$ cat config.mk
export PLATFORM = sky130hd
export DESIGN_NAME = bsg_axi_mem_responder
export DESIGN_NICKNAME = d
export VERILOG_FILES = /design/src/rtl/bsg_axi_pkg.sv /design/src/rtl/bsg_mem_1rw_sync_mask_write_byte.sv /design/src/rtl/bsg_two_fifo.sv /design/src/rtl/bsg_axi_mem_responder.sv
export SDC_FILE = /design/constraint.sdc
export NUM_CORES = 2
export LEC_CHECK = 0
export ABC_AREA = 1
export ABC_CLOCK_PERIOD_IN_PS = 6750
export BUFFER_PORTS_ARGS = -buffer_cell sky130_fd_sc_hd__buf_2
export CAP_MARGIN = 20
export CORE_MARGIN = 5
export CORE_UTILIZATION = 45
export CTS_CLUSTER_SIZE = 12
export DETAILED_ROUTE_END_ITERATION = 6
export PLACE_DENSITY_LB_ADDON = 0.15
export REMOVE_ABC_BUFFERS = 1
export SYNTH_ARGS = -nofsm -noshare
export SYNTH_HDL_FRONTEND = slang
export SYNTH_SLANG_ARGS = --single-unit
export TNS_END_PERCENT = 100
$ cat constraint.sdc
create_clock -name clk_i -period 6.75 [get_ports clk_i]
set_clock_uncertainty 0.15 [all_clocks]
set_input_delay 0.3375 -clock clk_i [delete_from_list [all_inputs] [get_ports clk_i]]
set_output_delay 0.3375 -clock clk_i [all_outputs]
set_load 0.03 [all_outputs]
$ cat src/rtl/bsg_axi_pkg.sv
// bsg_axi_pkg: AXI response/burst codes and the responder state encoding
package bsg_axi_pkg;
    localparam logic [1:0] OKAY   = 2'b00;
    localparam logic [1:0] SLVERR = 2'b10;
    localparam logic [1:0] INCR   = 2'b01;
    typedef enum logic [1:0] {IDLE, WR_DATA, WR_RESP, RD_DATA} resp_state_e;
endpackage

$ cat src/rtl/bsg_mem_1rw_sync_mask_write_byte.sv
// bsg_mem_1rw_sync_mask_write_byte: single-port synchronous SRAM with byte write mask
//   v_i/w_i: access enable / write select; read data appears on data_o next cycle
//   addr_i, data_i, write_mask_i (one bit per byte), data_o
module bsg_mem_1rw_sync_mask_write_byte #(
    parameter int width_p = 32,
    parameter int els_p   = 64,
    localparam int addr_width_lp = $clog2(els_p)
) (
    input  logic                     clk_i,
    input  logic                     v_i,
    input  logic                     w_i,
    input  logic [addr_width_lp-1:0] addr_i,
    input  logic [width_p-1:0]       data_i,
    input  logic [width_p/8-1:0]     write_mask_i,
    output logic [width_p-1:0]       data_o
);
    logic [width_p-1:0] mem_q [els_p];
    always_ff @(posedge clk_i) begin
        if (v_i & w_i)
            for (int i = 0; i < width_p/8; i++)
                if (write_mask_i[i]) mem_q[addr_i][i*8+:8] <= data_i[i*8+:8];
        if (v_i & ~w_i) data_o <= mem_q[addr_i];
    end
endmodule

$ cat src/rtl/bsg_two_fifo.sv
// bsg_two_fifo: two-entry FIFO; entries reset to zero so data_o is 0 after reset
//   clk_i/reset_n_i: clock, async active-low reset
//   v_i/data_i/ready_o: enqueue side (ready_o = not full)
//   v_o/data_o/yumi_i: dequeue side (yumi_i only while v_o)
module bsg_two_fifo #(
    parameter int width_p = 8
) (
    input  logic               clk_i,
    input  logic               reset_n_i,
    input  logic               v_i,
    input  logic [width_p-1:0] data_i,
    output logic               ready_o,
    output logic               v_o,
    output logic [width_p-1:0] data_o,
    input  logic               yumi_i
);
    logic [width_p-1:0] mem_q [2];
    logic               rd_q, wr_q;
    logic [1:0]         cnt_q;
    logic               enq;
    assign enq     = v_i & ready_o;
    assign v_o     = cnt_q != 2'd0;
    assign ready_o = cnt_q != 2'd2;
    assign data_o  = mem_q[rd_q];
    always_ff @(posedge clk_i or negedge reset_n_i) begin
        if (!reset_n_i) begin
            mem_q <= '{default: '0};
            rd_q  <= 1'b0;
            wr_q  <= 1'b0;
            cnt_q <= 2'd0;
        end else begin
            if (enq) mem_q[wr_q] <= data_i;
            wr_q  <= wr_q ^ enq;
            rd_q  <= rd_q ^ yumi_i;
            cnt_q <= cnt_q + {1'b0, enq} - {1'b0, yumi_i};
        end
    end
endmodule

$ cat src/rtl/bsg_axi_mem_responder.sv
// bsg_axi_mem_responder: AXI4 slave serving one INCR burst at a time from a local SRAM
//   clk_i, reset_n_i (async active-low)
//   AW/W/B: write address, data (wlast ignored, len+1 beats taken), response
//   AR/R:   read address, data through a two-entry R buffer
//   size/burst/cache/prot/lock are ignored; indices wrap modulo mem_els_p
//   BSG_AXI_MEM_RESPONDER_RANGE_CHECK_EN: bursts running past the top return SLVERR
module bsg_axi_mem_responder
    import bsg_axi_pkg::*;
#(
    parameter int axi_id_width_p   = 4,
    parameter int axi_addr_width_p = 32,
    parameter int axi_data_width_p = 32,
    parameter int mem_els_p        = 64
) (
    input  logic                          clk_i,
    input  logic                          reset_n_i,
    input  logic [axi_id_width_p-1:0]     axi_awid_i,
    input  logic [axi_addr_width_p-1:0]   axi_awaddr_i,
    input  logic [7:0]                    axi_awlen_i,
    input  logic [2:0]                    axi_awsize_i,
    input  logic [1:0]                    axi_awburst_i,
    input  logic [3:0]                    axi_awcache_i,
    input  logic [2:0]                    axi_awprot_i,
    input  logic                          axi_awlock_i,
    input  logic                          axi_awvalid_i,
    output logic                          axi_awready_o,
    input  logic [axi_data_width_p-1:0]   axi_wdata_i,
    input  logic [axi_data_width_p/8-1:0] axi_wstrb_i,
    input  logic                          axi_wlast_i,
    input  logic                          axi_wvalid_i,
    output logic                          axi_wready_o,
    output logic [axi_id_width_p-1:0]     axi_bid_o,
    output logic [1:0]                    axi_bresp_o,
    output logic                          axi_bvalid_o,
    input  logic                          axi_bready_i,
    input  logic [axi_id_width_p-1:0]     axi_arid_i,
    input  logic [axi_addr_width_p-1:0]   axi_araddr_i,
    input  logic [7:0]                    axi_arlen_i,
    input  logic [2:0]                    axi_arsize_i,
    input  logic [1:0]                    axi_arburst_i,
    input  logic [3:0]                    axi_arcache_i,
    input  logic [2:0]                    axi_arprot_i,
    input  logic                          axi_arlock_i,
    input  logic                          axi_arvalid_i,
    output logic                          axi_arready_o,
    output logic [axi_id_width_p-1:0]     axi_rid_o,
    output logic [axi_data_width_p-1:0]   axi_rdata_o,
    output logic [1:0]                    axi_rresp_o,
    output logic                          axi_rlast_o,
    output logic                          axi_rvalid_o,
    input  logic                          axi_rready_i
);
    localparam int lg_els_lp     = $clog2(mem_els_p);
    localparam int byte_shift_lp = $clog2(axi_data_width_p/8);
    localparam int fifo_w_lp     = axi_id_width_p + axi_data_width_p + 3;

    resp_state_e                 state_q;
    logic                        last_w_q, err_q, infl_q, infl_last_q;
    logic [axi_id_width_p-1:0]   id_q;
    logic [7:0]                  len_q;
    logic [lg_els_lp-1:0]        idx_q, aw_idx, ar_idx, mem_addr;
    logic [8:0]                  cnt_q;
    logic                        idle, grant_w, grant_r, w_fire, w_done;
    logic                        rd_issue, rd_last_beat, rd_room, aw_err, ar_err;
    logic                        f_v, f_ready, f_deq;
    logic [1:0]                  rd_pend;
    logic [axi_data_width_p-1:0] mem_data;
    logic [fifo_w_lp-1:0]        f_data;
    logic                        unused;

    assign unused = ^{axi_awsize_i, axi_awburst_i, axi_awcache_i, axi_awprot_i, axi_awlock_i,
                      axi_arsize_i, axi_arburst_i, axi_arcache_i, axi_arprot_i, axi_arlock_i,
                      axi_wlast_i, axi_awaddr_i, axi_araddr_i};

    // Contested requests go to whichever channel was not granted last
    assign idle          = state_q == IDLE;
    assign grant_w       = idle & axi_awvalid_i & (~axi_arvalid_i | ~last_w_q);
    assign grant_r       = idle & axi_arvalid_i & (~axi_awvalid_i | last_w_q);
    assign axi_awready_o = grant_w;
    assign axi_arready_o = grant_r;
    assign aw_idx        = lg_els_lp'(axi_awaddr_i >> byte_shift_lp);
    assign ar_idx        = lg_els_lp'(axi_araddr_i >> byte_shift_lp);

`ifdef BSG_AXI_MEM_RESPONDER_RANGE_CHECK_EN
    logic [axi_addr_width_p:0] aw_end, ar_end;
    assign aw_end = {1'b0, axi_awaddr_i >> byte_shift_lp} + (axi_addr_width_p+1)'(axi_awlen_i);
    assign ar_end = {1'b0, axi_araddr_i >> byte_shift_lp} + (axi_addr_width_p+1)'(axi_arlen_i);
    assign aw_err = aw_end >= (axi_addr_width_p+1)'(mem_els_p);
    assign ar_err = ar_end >= (axi_addr_width_p+1)'(mem_els_p);
`else
    assign aw_err = 1'b0;
    assign ar_err = 1'b0;
`endif

    assign axi_wready_o = state_q == WR_DATA;
    assign w_fire       = axi_wready_o & axi_wvalid_i;
    assign w_done       = w_fire & (cnt_q == {1'b0, len_q});
    assign axi_bvalid_o = state_q == WR_RESP;
    assign axi_bid_o    = id_q;
    assign axi_bresp_o  = err_q ? SLVERR : OKAY;

    // Pending count nets out this cycle's dequeue so a drained beat can be
    // replaced immediately, giving one beat per cycle without overflowing the buffer
    assign f_deq        = f_v & axi_rready_i;
    assign rd_pend      = {1'b0, f_v} + {1'b0, ~f_ready} + {1'b0, infl_q} - {1'b0, f_deq};
    assign rd_room      = rd_pend < 2'd2;
    // Beat 0 is issued in the AR handshake cycle so it surfaces two cycles later
    assign rd_issue     = grant_r | ((state_q == RD_DATA) & rd_room & (cnt_q <= {1'b0, len_q}));
    assign rd_last_beat = grant_r ? (axi_arlen_i == 8'd0) : (cnt_q == {1'b0, len_q});
    assign mem_addr     = grant_r ? ar_idx : idx_q;

    always_ff @(posedge clk_i or negedge reset_n_i) begin
        if (!reset_n_i) begin
            state_q     <= IDLE;
            last_w_q    <= 1'b0;
            err_q       <= 1'b0;
            infl_q      <= 1'b0;
            infl_last_q <= 1'b0;
            id_q        <= '0;
            len_q       <= '0;
            idx_q       <= '0;
            cnt_q       <= '0;
        end else begin
            infl_q      <= rd_issue;
            infl_last_q <= rd_last_beat;
            case (state_q)
                IDLE: begin
                    if (grant_w) begin
                        state_q  <= WR_DATA;
                        last_w_q <= 1'b1;
                        id_q     <= axi_awid_i;
                        len_q    <= axi_awlen_i;
                        idx_q    <= aw_idx;
                        cnt_q    <= 9'd0;
                        err_q    <= aw_err;
                    end else if (grant_r) begin
                        state_q  <= RD_DATA;
                        last_w_q <= 1'b0;
                        id_q     <= axi_arid_i;
                        len_q    <= axi_arlen_i;
                        idx_q    <= ar_idx + 1'b1;
                        cnt_q    <= 9'd1;
                        err_q    <= ar_err;
                    end
                end
                WR_DATA: begin
                    if (w_fire) begin
                        idx_q <= idx_q + 1'b1;
                        cnt_q <= cnt_q + 9'd1;
                    end
                    if (w_done) state_q <= WR_RESP;
                end
                WR_RESP: if (axi_bready_i) state_q <= IDLE;
                RD_DATA: begin
                    if (rd_issue) begin
                        idx_q <= idx_q + 1'b1;
                        cnt_q <= cnt_q + 9'd1;
                    end
                    if (f_deq & axi_rlast_o) state_q <= IDLE;
                end
                default: state_q <= IDLE;
            endcase
        end
    end

    bsg_mem_1rw_sync_mask_write_byte #(
        .width_p(axi_data_width_p),
        .els_p  (mem_els_p)
    ) mem (
        .clk_i       (clk_i),
        .v_i         (rd_issue | (w_fire & ~err_q)),
        .w_i         (w_fire),
        .addr_i      (mem_addr),
        .data_i      (axi_wdata_i),
        .write_mask_i(axi_wstrb_i),
        .data_o      (mem_data)
    );

    bsg_two_fifo #(.width_p(fifo_w_lp)) r_fifo (
        .clk_i    (clk_i),
        .reset_n_i(reset_n_i),
        .v_i      (infl_q),
        .data_i   ({id_q, err_q ? '0 : mem_data, err_q ? SLVERR : OKAY, infl_last_q}),
        .ready_o  (f_ready),
        .v_o      (f_v),
        .data_o   (f_data),
        .yumi_i   (f_deq)
    );

    assign {axi_rid_o, axi_rdata_o, axi_rresp_o, axi_rlast_o} = f_data;
    assign axi_rvalid_o = f_v;
endmodule

==> results by group <==
Critical path
  – Worst Setup EP: mem.mem_q[41][1]$_DFFE_PP_
  – Reg2Reg Setup Slack: 790 ps
  – Setup crit start: state_q[0]$_DFFE_PN0P_
  – Worst Reg-to-Reg Cells: 10
  – Worst Path Arrival: 6290 ps
  – WP data required: 7080 ps
  – Crit Reg-Reg Endpoint: mem.mem_q[41][1]$_DFFE_PP_
  – WS Path Type: reg -> reg
  – Kind of start point of the critical path: register
  – R2r startpoint: state_q[0]$_DFFE_PN0P_
  – Crit end category: register
  – Largest fanout on the critical path: 18

Floorplan
  – Die X: 466 microns
  – CORE AREA: 0.207 sq mm
  – I/O pins: 208
  – Initial Utilization: 0.452
  – Rows: 167
  – Die area: 0.218 sq mm
  – Die Ht: 466 microns

Worst hold path
  – Worst hold path class: in -> reg
  – Hold Path Depth: 2
  – Min-delay src: axi_wdata_i[1]

Timing
  – Setup TNS: 0 ps
  – Final Hold Violating Endpoints: 0
  – Setup violators final: 0
  – Max-slew violation count: 0
  – Least-Margin Pin Slew: 1140 ps
  – RSZ-0062 raised after global routing: false
  – Fmax: 168 MHz
  – Clock period minus worst slack: 5960 ps
  – Max transition margin: 0.237
  – Final worst-path cycle share: 0.882

Clock tree
  – Clock root buffer: clkbuf_16
  – H-tree lvl count: 4
  – Clock sinks: 2,190
  – Clock transition at path regs: 60 ps
  – CTS tree: yes
  – Setup bufs post-CTS: 0
  – Worst-Skew Late Latency: 880 ps
  – CTS Buf Count: 228
  – Clock Tree Buf Depth: 3

Placed design
  – GPL Wtd Cong: 0.821
  – PortBufs: 124
  – DP Area: 0.0969 sq mm
  – DP HPWL: 149,000 microns

GRT
  – Aggregate global-route resource usage: 0.240
  – Number of antenna violations at the first check in global routing: 15
  – Largest net degree at the start of global routing: 216
  – Vias in the first global route: 61,300
  – GRT Residual Overflow: 0
  – Global-route wire length before repair: 392,000 microns

Finish
  – Fin nets: 9,643
  – Synth-to-Final Area Change: 11.6%
  – Fraction of layout cells with a size suffix above 1: 0.0659
  – Final instance area: 0.105 sq mm

Synth
  – Dominant cell type by area after synthesis: edfxtp_1
  – Mapped Cells: 9,412
  – Distinct cells, synth: 39
  – Largest cells by area after synthesis: edfxtp_1 (67%), nand2_1 (23%), dfrtp_1 (2.9%)
  – Yosys top cell area share: 0.666
  – Seq cells post-synth: 2,190
  – Post-synthesis cell area: 0.0938 sq mm
  – YS warnings: 0
  – Avg Inst Size Synth: 9.96 sq um
  – Seq/Total Area, Yosys: 0.695

Detailed routing
  – Post-route DRC: 0
  – Routed wire length: 265,000 microns
  – Via count: 63,800
  – Initial DRT Pass Iterations: 6
  – Vias per Instance: 5.12
  – Avg WL per Cell: 21.3 microns
  – ANT nets after route: 0
  – DRT iter0 DRCs: 5,762

Run status
  – Status: finished clean

Power
  – Pleak: 0.0434 uW
  – Power density cells: 426 mW/mm^2
  – VDD IR-drop max: 0.497 mV

Flow run
  – Max-Cap Viols: 0
## where the power goes
part / leakage (uW) / internal (uW) / switching, uW
sequential: 0.0201 / 15500 / 281
combinational: 0.0200 / 4320 / 12700
clock: 0.00337 / 6600 / 5190
## area by class of cell
type / count / area, sq um
fillers: 18700 / 103000
well taps: 2788 / 3490
clock buffers: 316 / 6110
inverters: 125 / 477
diodes: 13 / 32.5
repair buffers: 330 / 2520
flip-flops and latches: 2190 / 65200
clock inverters: 100 / 808
multi-input cells: 6594 / 26000
## worst max-delay path: stages, from the launching register on
cell and delay (ps):
dfrtp_1 810, nor2_8 80, nand3_4 250, dlygate4sd3_1 650, inv_2 50, or2_2 280, o21ai_2 360, inv_2 240
nor3_4 850, nand2_1 890, nor2_1 960
## repair_timing
item,4_1_cts,5_1_grt
gates resized for setup,0,0
hold buffers,74,0
hold endpoints to repair,622,0
## metrics by stage
step / setup WS (ps) / utilization / instances / total power [uW] / hold WS [ps]
after floorplan: -17610 / - / 8909 / 26800 / -108
after global placement: 1630 / 0.468 / 11900 / 32800 / 257
after detailed placement: 1560 / 0.468 / 11900 / 32900 / 261
after CTS: 934 / 0.505 / 12400 / 44800 / 1.55
after global routing: 706 / 0.505 / 12400 / 47400 / 51.6
final: 794 / 0.505 / 12500 / 44600 / 48.7
## kinds of logic after synthesis
family / synth area share
XOR/XNOR: 0.00121
flip-flops: 0.695
AND/OR/NAND/NOR: 0.260
multiplexers: 0.00444
adder cells (fa/ha/maj): 0.00213
buffers and inverters: 0.0284
other: 0.0000400
AO/OA/AOI/OAI: 0.00823
## flip-flops by register name, summed over array words and instances (netlist names)
signal        count
mem.mem_q      2048
r_fifo.mem_q     74
mem.data_o       32
cnt_q             9
len_q             8
idx_q             6
axi_bid_o         4
r_fifo.cnt_q      2
state_q           2
infl_last_q       1
infl_q            1
last_w_q          1
r_fifo.rd_q       1
r_fifo.wr_q       1
## Yosys cell counts
library cell and count:
a21oi_1 11, nor2_1 337, buf_1 57, o22ai_1 1, or3_1 1, edfxtp_1 2080, o21bai_1 1, a211oi_1 1
nor2_8 1, a22o_1 1, o21ai_2 3, or2_2 4, ha_1 16, nand3b_1 1, xor2_1 8, xnor2_1 5
o21ai_1 3, nand2_1 5788, mux2_2 37, o41ai_1 1, nand3_1 213, o21ai_0 113, buf_4 10, o211ai_1 3
inv_2 8, nand4_1 9, inv_1 116, nor2_4 5, conb_1 1, dfrtp_1 110, clkinv_1 1, clkbuf_1 231
buf_2 208, nor3_1 5, nor3_2 7, a221oi_1 2, nand3_4 1, a31oi_1 5, nor2_2 7
## cell usage in the layout, fill, tap and decap left out, types with 9 or more instances in the layout
master	instances
nand4_1	9
dfrtp_1	109
buf_2	123
dlygate4sd3_1	73
buf_12	9
o21ai_0	113
inv_1	116
diode_2	13
clkinv_1	45
ha_1	14
clkbuf_1	82
a21oi_1	11
nand2_1	5777
clkinv_2	32
buf_4	119
clkbuf_16	229
nand3_1	213
nor2_1	336
mux2_2	37
edfxtp_1	2080
## routing by layer
metal,GRT usage,share of wire
met4,0.101,0.041
met3,0.0424,0.074
met1,0.332,0.43
met2,0.377,0.45
met5,0,0.00011
## worst min-delay path by stage
stage	endpoint	slack (ps)
4_1_cts	mem.mem_q[57][1]$_DFFE_PP_	2
2_1_floorplan	axi_bid_o[0]$_DFFE_PN0P_	-110
5_1_grt	mem.mem_q[57][1]$_DFFE_PP_	50
3_3_place_gp	r_fifo.mem_q[62]$_DFFE_PN0P_	260
6_report	mem.mem_q[56][1]$_DFFE_PP_	50
3_5_place_dp	r_fifo.mem_q[62]$_DFFE_PN0P_	260
Note: power is estimated with default switching activity, not from simulation.
